==> config.mk <==
export PLATFORM = sky130hd
export DESIGN_NAME = dot_requant_stage_flat
export DESIGN_NICKNAME = d
export VERILOG_FILES = /design/src/rtl/dot_requant_stage_if.sv /design/src/rtl/dot_requant_stage.sv /design/src/flat_wrapper.sv
export SDC_FILE = /design/constraint.sdc
export NUM_CORES = 1
export LEC_CHECK = 0
export CORE_MARGIN = 4
export CORE_UTILIZATION = 50
export CTS_CLUSTER_DIAMETER = 50
export DETAILED_ROUTE_END_ITERATION = 16
export PLACE_DENSITY = 0.67
export SYNTH_ARGS = -nofsm -noshare
export SYNTH_HDL_FRONTEND = slang
export SYNTH_SLANG_ARGS = --single-unit
==> constraint.sdc <==
create_clock -name clk_in -period 14.32 [get_ports clk_in]
set_input_delay 2.864 -clock clk_in [delete_from_list [all_inputs] [get_ports clk_in]]
set_output_delay 2.864 -clock clk_in [all_outputs]
set_load 0.01 [all_outputs]
==> src/rtl/dot_requant_stage_if.sv <==
// Issue-side tags, tree sum/bias, and the requantized output stream of dot_requant_stage.
// The design connects through the slave modport; the issuing/consuming side uses master.
interface dot_requant_stage_if #(
    parameter int NBits = 12,
    parameter int ACC_W = 32
);
    logic                      issue_valid_in;
    logic                      issue_last_in;
    logic                      in_ready;
    logic signed [2*NBits-1:0] sum_in;
    logic signed [ACC_W-1:0]   bias_in;
    logic signed [NBits-1:0]   out_data;
    logic                      out_valid;
    logic                      out_ready;
    logic                      overflow_err;

    modport master (
        output issue_valid_in, issue_last_in, sum_in, bias_in, out_ready,
        input  in_ready, out_data, out_valid, overflow_err
    );

    modport slave (
        input  issue_valid_in, issue_last_in, sum_in, bias_in, out_ready,
        output in_ready, out_data, out_valid, overflow_err
    );
endinterface

==> src/rtl/dot_requant_stage.sv <==
// Aligns adder-tree sums with issue tags, accumulates chunks plus bias, requantizes
// to NBits and buffers results in a credit-protected output FIFO.
module dot_requant_stage #(
    parameter int NBits    = 12,
    parameter int TREE_LAT = 4,
    parameter int ACC_W    = 32,
    parameter int SHIFT    = 4,
    parameter int RELU     = 0,
    parameter int DEPTH    = 4
) (
    input logic clk_in,
    input logic rst_in,
    dot_requant_stage_if.slave bus
);
    localparam int AW = $clog2(DEPTH);
    localparam int CW = $clog2(DEPTH + TREE_LAT + 2) + 1;
    localparam logic signed [ACC_W:0] RND =
        (SHIFT > 0) ? ((ACC_W+1)'(1) << ((SHIFT > 0) ? SHIFT - 1 : 0)) : '0;
    localparam logic signed [ACC_W:0] SAT_MAX = (ACC_W+1)'((2 ** (NBits - 1)) - 1);
    localparam logic signed [ACC_W:0] SAT_MIN = ~SAT_MAX;

    logic [TREE_LAT-1:0]     tag_valid;
    logic [TREE_LAT-1:0]     tag_last;
    logic signed [ACC_W-1:0] acc;
    logic signed [ACC_W-1:0] acc_next;
    logic signed [ACC_W-1:0] sum_ext;
    logic                    first_chunk;
    logic                    stage_valid;
    logic signed [NBits-1:0] stage_data;
    logic signed [NBits-1:0] mem [DEPTH];
    logic [AW-1:0]           wr_ptr;
    logic [AW-1:0]           rd_ptr;
    logic [AW:0]             count;
    logic [CW-1:0]           inflight_last;
    logic                    ready;
    logic                    overflow;
    logic                    entry;
    logic                    tail_valid;
    logic                    tail_last;
    logic                    push;
    logic                    pop;
    logic signed [ACC_W:0]   rounded;
    logic signed [ACC_W:0]   shifted;
    logic signed [ACC_W:0]   clamped;
    logic signed [NBits-1:0] requant;

    // Every result not yet in the FIFO (delay line plus requant stage) holds a credit.
    always_comb begin
        inflight_last = CW'(stage_valid);
        for (int i = 0; i < TREE_LAT; i++) begin
            inflight_last = inflight_last + CW'(tag_valid[i] & tag_last[i]);
        end
        ready = (inflight_last + CW'(count)) < CW'(DEPTH);
    end

    assign entry      = bus.issue_valid_in & ready;
    assign tail_valid = tag_valid[TREE_LAT-1];
    assign tail_last  = tag_last[TREE_LAT-1];
    assign push       = stage_valid;
    assign pop        = (count != '0) & bus.out_ready;

    always_comb begin
        sum_ext  = ACC_W'(bus.sum_in);
        acc_next = (first_chunk ? bus.bias_in : acc) + sum_ext;
        rounded  = {acc_next[ACC_W-1], acc_next} + RND;
        shifted  = rounded >>> SHIFT;
        clamped  = shifted;
        if (RELU != 0 && shifted[ACC_W]) begin
            clamped = '0;
        end
        if (clamped > SAT_MAX) begin
            requant = SAT_MAX[NBits-1:0];
        end else if (clamped < SAT_MIN) begin
            requant = SAT_MIN[NBits-1:0];
        end else begin
            requant = clamped[NBits-1:0];
        end
    end

    always_ff @(posedge clk_in) begin
        if (rst_in) begin
            tag_valid   <= '0;
            tag_last    <= '0;
            acc         <= '0;
            first_chunk <= 1'b1;
            stage_valid <= 1'b0;
            stage_data  <= '0;
            wr_ptr      <= '0;
            rd_ptr      <= '0;
            count       <= '0;
            overflow    <= 1'b0;
        end else begin
            tag_valid[0] <= entry;
            tag_last[0]  <= entry & bus.issue_last_in;
            for (int i = 1; i < TREE_LAT; i++) begin
                tag_valid[i] <= tag_valid[i-1];
                tag_last[i]  <= tag_last[i-1];
            end
            if (bus.issue_valid_in && !ready) begin
                overflow <= 1'b1;
            end
            if (tail_valid) begin
                acc         <= acc_next;
                first_chunk <= tail_last;
            end
            stage_valid <= tail_valid & tail_last;
            if (tail_valid && tail_last) begin
                stage_data <= requant;
            end
            if (push) begin
                wr_ptr <= wr_ptr + AW'(1);
            end
            if (pop) begin
                rd_ptr <= rd_ptr + AW'(1);
            end
            if (push && !pop) begin
                count <= count + (AW+1)'(1);
            end else if (pop && !push) begin
                count <= count - (AW+1)'(1);
            end
        end
    end

    // Storage needs no reset: the count gates everything read from it.
    always_ff @(posedge clk_in) begin
        if (!rst_in && push) begin
            mem[wr_ptr] <= stage_data;
        end
    end

    assign bus.in_ready     = ready;
    assign bus.out_valid    = (count != '0);
    assign bus.out_data     = (count != '0) ? mem[rd_ptr] : '0;
    assign bus.overflow_err = overflow;
endmodule

==> src/flat_wrapper.sv <==
// flat-port wrapper written by rule: the top's interface ports become plain ports
module dot_requant_stage_flat 
#(
    parameter int NBits    = 12,
    parameter int TREE_LAT = 4,
    parameter int ACC_W    = 32,
    parameter int SHIFT    = 4,
    parameter int RELU     = 0,
    parameter int DEPTH    = 4
)
  (clk_in, rst_in, bus_issue_valid_in, bus_issue_last_in, bus_sum_in, bus_bias_in, bus_out_ready, bus_in_ready, bus_out_data, bus_out_valid, bus_overflow_err);
  dot_requant_stage_if #(.NBits(NBits), .ACC_W(ACC_W)) bus_i ();
  input logic clk_in;
  input logic rst_in;
  input wire logic [$bits(bus_i.issue_valid_in)-1:0] bus_issue_valid_in;
  input wire logic [$bits(bus_i.issue_last_in)-1:0] bus_issue_last_in;
  input wire logic [$bits(bus_i.sum_in)-1:0] bus_sum_in;
  input wire logic [$bits(bus_i.bias_in)-1:0] bus_bias_in;
  input wire logic [$bits(bus_i.out_ready)-1:0] bus_out_ready;
  output wire logic [$bits(bus_i.in_ready)-1:0] bus_in_ready;
  output wire logic [$bits(bus_i.out_data)-1:0] bus_out_data;
  output wire logic [$bits(bus_i.out_valid)-1:0] bus_out_valid;
  output wire logic [$bits(bus_i.overflow_err)-1:0] bus_overflow_err;
  assign bus_i.issue_valid_in = bus_issue_valid_in;
  assign bus_i.issue_last_in = bus_issue_last_in;
  assign bus_i.sum_in = bus_sum_in;
  assign bus_i.bias_in = bus_bias_in;
  assign bus_i.out_ready = bus_out_ready;
  assign bus_in_ready = bus_i.in_ready;
  assign bus_out_data = bus_i.out_data;
  assign bus_out_valid = bus_i.out_valid;
  assign bus_overflow_err = bus_i.overflow_err;
  dot_requant_stage #(.NBits(NBits), .TREE_LAT(TREE_LAT), .ACC_W(ACC_W), .SHIFT(SHIFT), .RELU(RELU), .DEPTH(DEPTH)) u_core (.clk_in(clk_in), .rst_in(rst_in), .bus(bus_i));
endmodule
# Word level (Yosys, flattened, before mapping)
# Memories as Yosys holds them, arrays and structs flattened. A register that Yosys moved wholly into a read port is not among the register bits.
# Index checks and enable logic that the tools add are counted.
# totals
rom_bits	0
ram_bits	48
output_inout_bits	15
ff_bits	62
wordCells	54
memories	1
latchBits	0
# memory_table
name	words	word_bits	rd	rd_clocked_by_memory_dff	wr	line_no	text
u_core.mem	4	12	1	1	1	dot_requant_stage.sv:30	logic signed [NBits-1:0] mem [DEPTH];
# op_classes
n_lt_le_gt_ge	3
mux	10
add_sub_neg	11
bitwise_logic	8
n_mul	0
eq_ne	0
n_div	0
n_shift	0
n_reduce_logical	11
# ops
cell	count
$mux W12	3
$add A32 B5 Y33 const B	1
$add A32 B24 Y32	1
$mux W32	1
$gt A29 B12 Y1 const B	1
$lt A29 B12 Y1 const B	1
$add A5 B5 Y5	3
$and A1 B1 Y1	8
$mux W3	2
$add A1 B5 Y5	1
$add A5 B3 Y5	1
$logic_and A1 B1 Y1	5
$lt A5 B3 Y1 const B	1
$add A2 B1 Y2 const B	2
$logic_not A1 Y1	4
$mux W2	2
$add A3 B1 Y3 const B	1
$reduce_bool A3 Y1	1
$sub A3 B1 Y3 const B	1
$mux W1	2
$reduce_bool A2 Y1	1

# Longest topological paths before layout
# logic_depth
ltp_word	9
mapped_depth	22
ltp_nobuf	19

# Worst setup path after synthesis
# Ideal clock, no wire load.
# synth_path
path_kind	input-to-reg
start	in bus_bias_in[0]
end	reg u_core.stage_data[10]
setup_slack_ps	7375
path_buffers	1
t_arrival_ps	6810
setup_time_ps	135
cell_stages	20
cell_sequence	mux2_2 -> ha_1 -> inv_1 -> fa_1 -> nand2b_1 -> nand2b_1 -> a21oi_1 -> xnor2_1 -> ha_1 -> nand2_1 -> nor4b_2 -> and3_1 -> nand4_4 -> or2_2 -> nor3_1 -> a31oi_1 -> or4_4 -> o31ai_4 -> buf_6 -> o211ai_2
# synth_via
elab_chain_len	6
word_cells_on_any_way	7
# synth_lines
item	line_no	text
start, declared	flat_wrapper.sv:18	input wire logic [$bits(bus_i.bias_in)-1:0] bus_bias_in;
$mux W32 *	dot_requant_stage.sv:64	acc_next = (first_chunk ? bus.bias_in : acc) + sum_ext;
$add A32 B24 Y32 *	dot_requant_stage.sv:64	
net u_core.acc_next[4]	dot_requant_stage.sv:25	logic signed [ACC_W-1:0] acc_next;
$add A32 B5 Y33 *	dot_requant_stage.sv:65	rounded = {acc_next[ACC_W-1], acc_next} + RND;
$lt A29 B12 Y1	dot_requant_stage.sv:73	end else if (clamped < SAT_MIN) begin
$mux W12	dot_requant_stage.sv:73	
$mux W12 *	dot_requant_stage.sv:71	if (clamped > SAT_MAX) begin
end signal, assigned	dot_requant_stage.sv:108	stage_data <= requant;
end, declared	dot_requant_stage.sv:29	logic signed [NBits-1:0] stage_data;
# The timed path passes the listed nets; every way through them passes the cells marked *.
# A chain may end at the register's enable or synchronous reset.

# Worst setup path in the final report
# layout_path
start	in bus_bias_in[0]
end	reg u_core.stage_data[0]
# Same word-level chain as after synthesis.

==> run summary <==
Hold Vio Cnt, Final - 0
Layout cell share with drive strength beyond 1 - 11.7%
Met3 Wirelength - 940 um
Final Max Tran Viols - 0
Final setup fails - 0
Final Cycle Share - 55.8%
DRC Markers - 0
Yosys top cell area share - 17.9%
Most frequent cells after synthesis - nor2_1 (86), dfxtp_1 (64), nand2_1 (63)
Largest net degree at the start of global routing - 54
Top layer in use - met4
CTS tree - done
Peak Freq - 125 MHz
FP Rows - 46
Placed Cells - 1,099
EDFF count, synth - 48
Final net count - 999
Synthesis Warnings - 0
Startpoint Class - primary input
Final cell count without fillers - 1,115
Post-synthesis sequential area ratio - 33.8%
GRT Util Overall - 22.2%
Clock transition at path regs - 80 ps
Final Skew - 11.9 ps
WL met1 - 8960 um
Drt first-iter violations - 462
Number of max-cap violations - 0
Arr. time, crit path - 8200 ps
Buffers on Ports - 75
Area of the die - 18,200 sq um
Die Height - 135 um
PD cells - 116 nW/um^2
Wire per inst - 17.9 um
Post-CTS setup buffers - 0
CP Class - in -> reg
Routability cong. - 0.923
GRT overflow - 0
HP Class - reg -> reg
Number of cells produced by synthesis - 853
Vias after detailed routing - 6,634
DRT Wirelength - 20,000 um
Post-DRT Antenna Nets - 0
CTS buffer count - 9
Worst slew margin - 42.3%
Tmin final - 7990 ps
Initial Util - 50.9%
Pre-CTS WS - 6020 ps
Gates resized, CTS repair - 0
Crit path max fanout - 11
Crit Reg-Reg Startpoint - u_core.first_chunk
FF/Latch Area - 2720 sq um
Worst slew pin tran - 859 ps
FILL cells - 1,392
RSZ-0062 raised after global routing - no
Drt pass-1 iters - 5
Post-DR vias/cell - 5.95
R2R cell count - 15
Half-perimeter wire length after placement - 15,100 um
Top Ports - 76
CP endpoint kind - flip-flop
Hold path cells - 1
First-pass GRT wire length - 32,600 um
Top post-synthesis cells by area - edfxtp_1 (18%), dfxtp_1 (16%), ha_1 (6.2%)
Status - complete, no violations
Main synth FF type - dfxtp_1
Core Util, Final - 58.0%
Footprint of the multi-input gates - 5010 sq um
#FFs+latches synth - 112
Synth unique cells - 89
Mean Syn Cell Area - 9.44 sq um
Setup_tns - 0 ps
Required @ worst endpoint - 14,530 ps
Reg2reg setup slack - 8420 ps
Post-synth ARST share - 0%
Synth area leader - edfxtp_1
Peak VDD IR - 0.0000784 V
Area grow syn2layout - 14.1%
Clk Latency, worst-skew pair - 360 ps
Post-Syn Nets - 958
Synth Cell Area - 8050 sq um
Core Box Area - 15,800 sq um
Root Driver - clkbuf_16
Initial antenna violation count - 0
Antenna diodes - 0
Static leakage power - 3.18 nW
Most common cell in the netlist - nor2_1
WHS Endpoint - u_core.tag_last[1]
H-tree depth - 3
RR Endpoint - u_core.stage_data[0]
Met2 WL - 9740 um
Hold_buf cts - 0
Hold_sp - u_core.tag_last[0]
DIE WIDTH - 135 um
Vias in the first global route - 6,512
Setup WS post-layout - 6330 ps
Clock tree buffer depth - 2
Power, Total - 1.07 mW
Sink Count - 112
layer usage:
metal	vias to the layer above	GRT usage, %
li1	3263	-
met1	3139	28.2
met2	199	39.0
met3	33	4.36
met4	0	5.37
met5	-	0
worst max-delay path, stage by stage:
cell and delay, ps:
clkdlybuf4s50_1 460, mux2_2 150, ha_1 200, inv_1 70, fa_1 410, nand2b_1 240
nand2b_1 110, a21oi_1 80, xnor2_1 230, ha_1 260, nand2_1 80, nor4b_2 400
and3_1 380, nand4_4 200, or2_2 380, nor3_1 230, a31oi_1 90, or4_4 600
o31ai_4 580, a311oi_1 190
registers in the layout, summed over array words and instances, names as in the netlist, named ones only:
signal	count
u_core.count	3
u_core.acc	32
u_core.wr_ptr	2
u_core.first_chunk	1
u_core.tag_valid	4
u_core.stage_data	12
u_core.tag_last	4
u_core.push	1
u_core.mem	48
u_core.bus.overflow_err	1
u_core.rd_ptr	2
power by group:
part / total (mW) / internal [mW] / switching [mW] / leakage (nW)
sequential: 0.351 / 0.340 / 0.0114 / 0.902
combinational: 0.424 / 0.192 / 0.232 / 2.11
clock: 0.293 / 0.163 / 0.129 / 0.169
total: 1.07 / 0.695 / 0.373 / 3.18
layout make-up:
| type | count | share of cell area [%] |
|---|---|---|
| Multi-Input combinational cell | 675 | 54.6 |
| Sequential cell | 112 | 29.6 |
| Timing Repair Buffer | 78 | 8.37 |
| Tap cell | 216 | 2.94 |
| Clock buffer | 10 | 2.60 |
| Clock inverter | 6 | 1.14 |
| Inverter | 18 | 0.736 |
worst max-delay path by stage:
stage,cells after the start,start,end
after global routing,17,bus_bias_in[0],u_core.stage_data[0]
final,20,bus_bias_in[0],u_core.stage_data[0]
after global placement,15,bus_bias_in[20],u_core.stage_data[0]
after floorplan,20,bus_bias_in[0],u_core.stage_data[10]
after detailed placement,20,bus_bias_in[0],u_core.stage_data[0]
after CTS,20,bus_bias_in[0],u_core.stage_data[0]
through the flow:
step	instance area, sq um	hold slack, ps
2_1_floorplan	8050	429
3_3_place_gp	8840	444
3_5_place_dp	8840	444
4_1_cts	9180	457
5_1_grt	9180	472
6_report	9180	450
kinds of logic after synthesis:
group / after synthesis / synth area share [%]
mux: 66 / 10.5
simple gates: 297 / 19.5
flops: 112 / 33.8
fa+ha+maj: 44 / 7.21
buf+inv: 66 / 3.92
xor+xnor: 48 / 5.22
compound gates: 220 / 19.8
cell usage in the layout, fill, tap and decap left out, drive strengths merged, types with 19 or more instances in the layout:
cell and n:
o21ai 44, o211ai 24, dfxtp 64, nand2 63
clkdlybuf4s50 74, inv 22, mux2 30, mux2i 24
a21oi 54, xor2 19, and2 30, nor2 86
xnor2 29, ha 40, edfxtp 48, a211oi 20
nor3 22
Note: power is estimated with default switching activity, not from simulation.
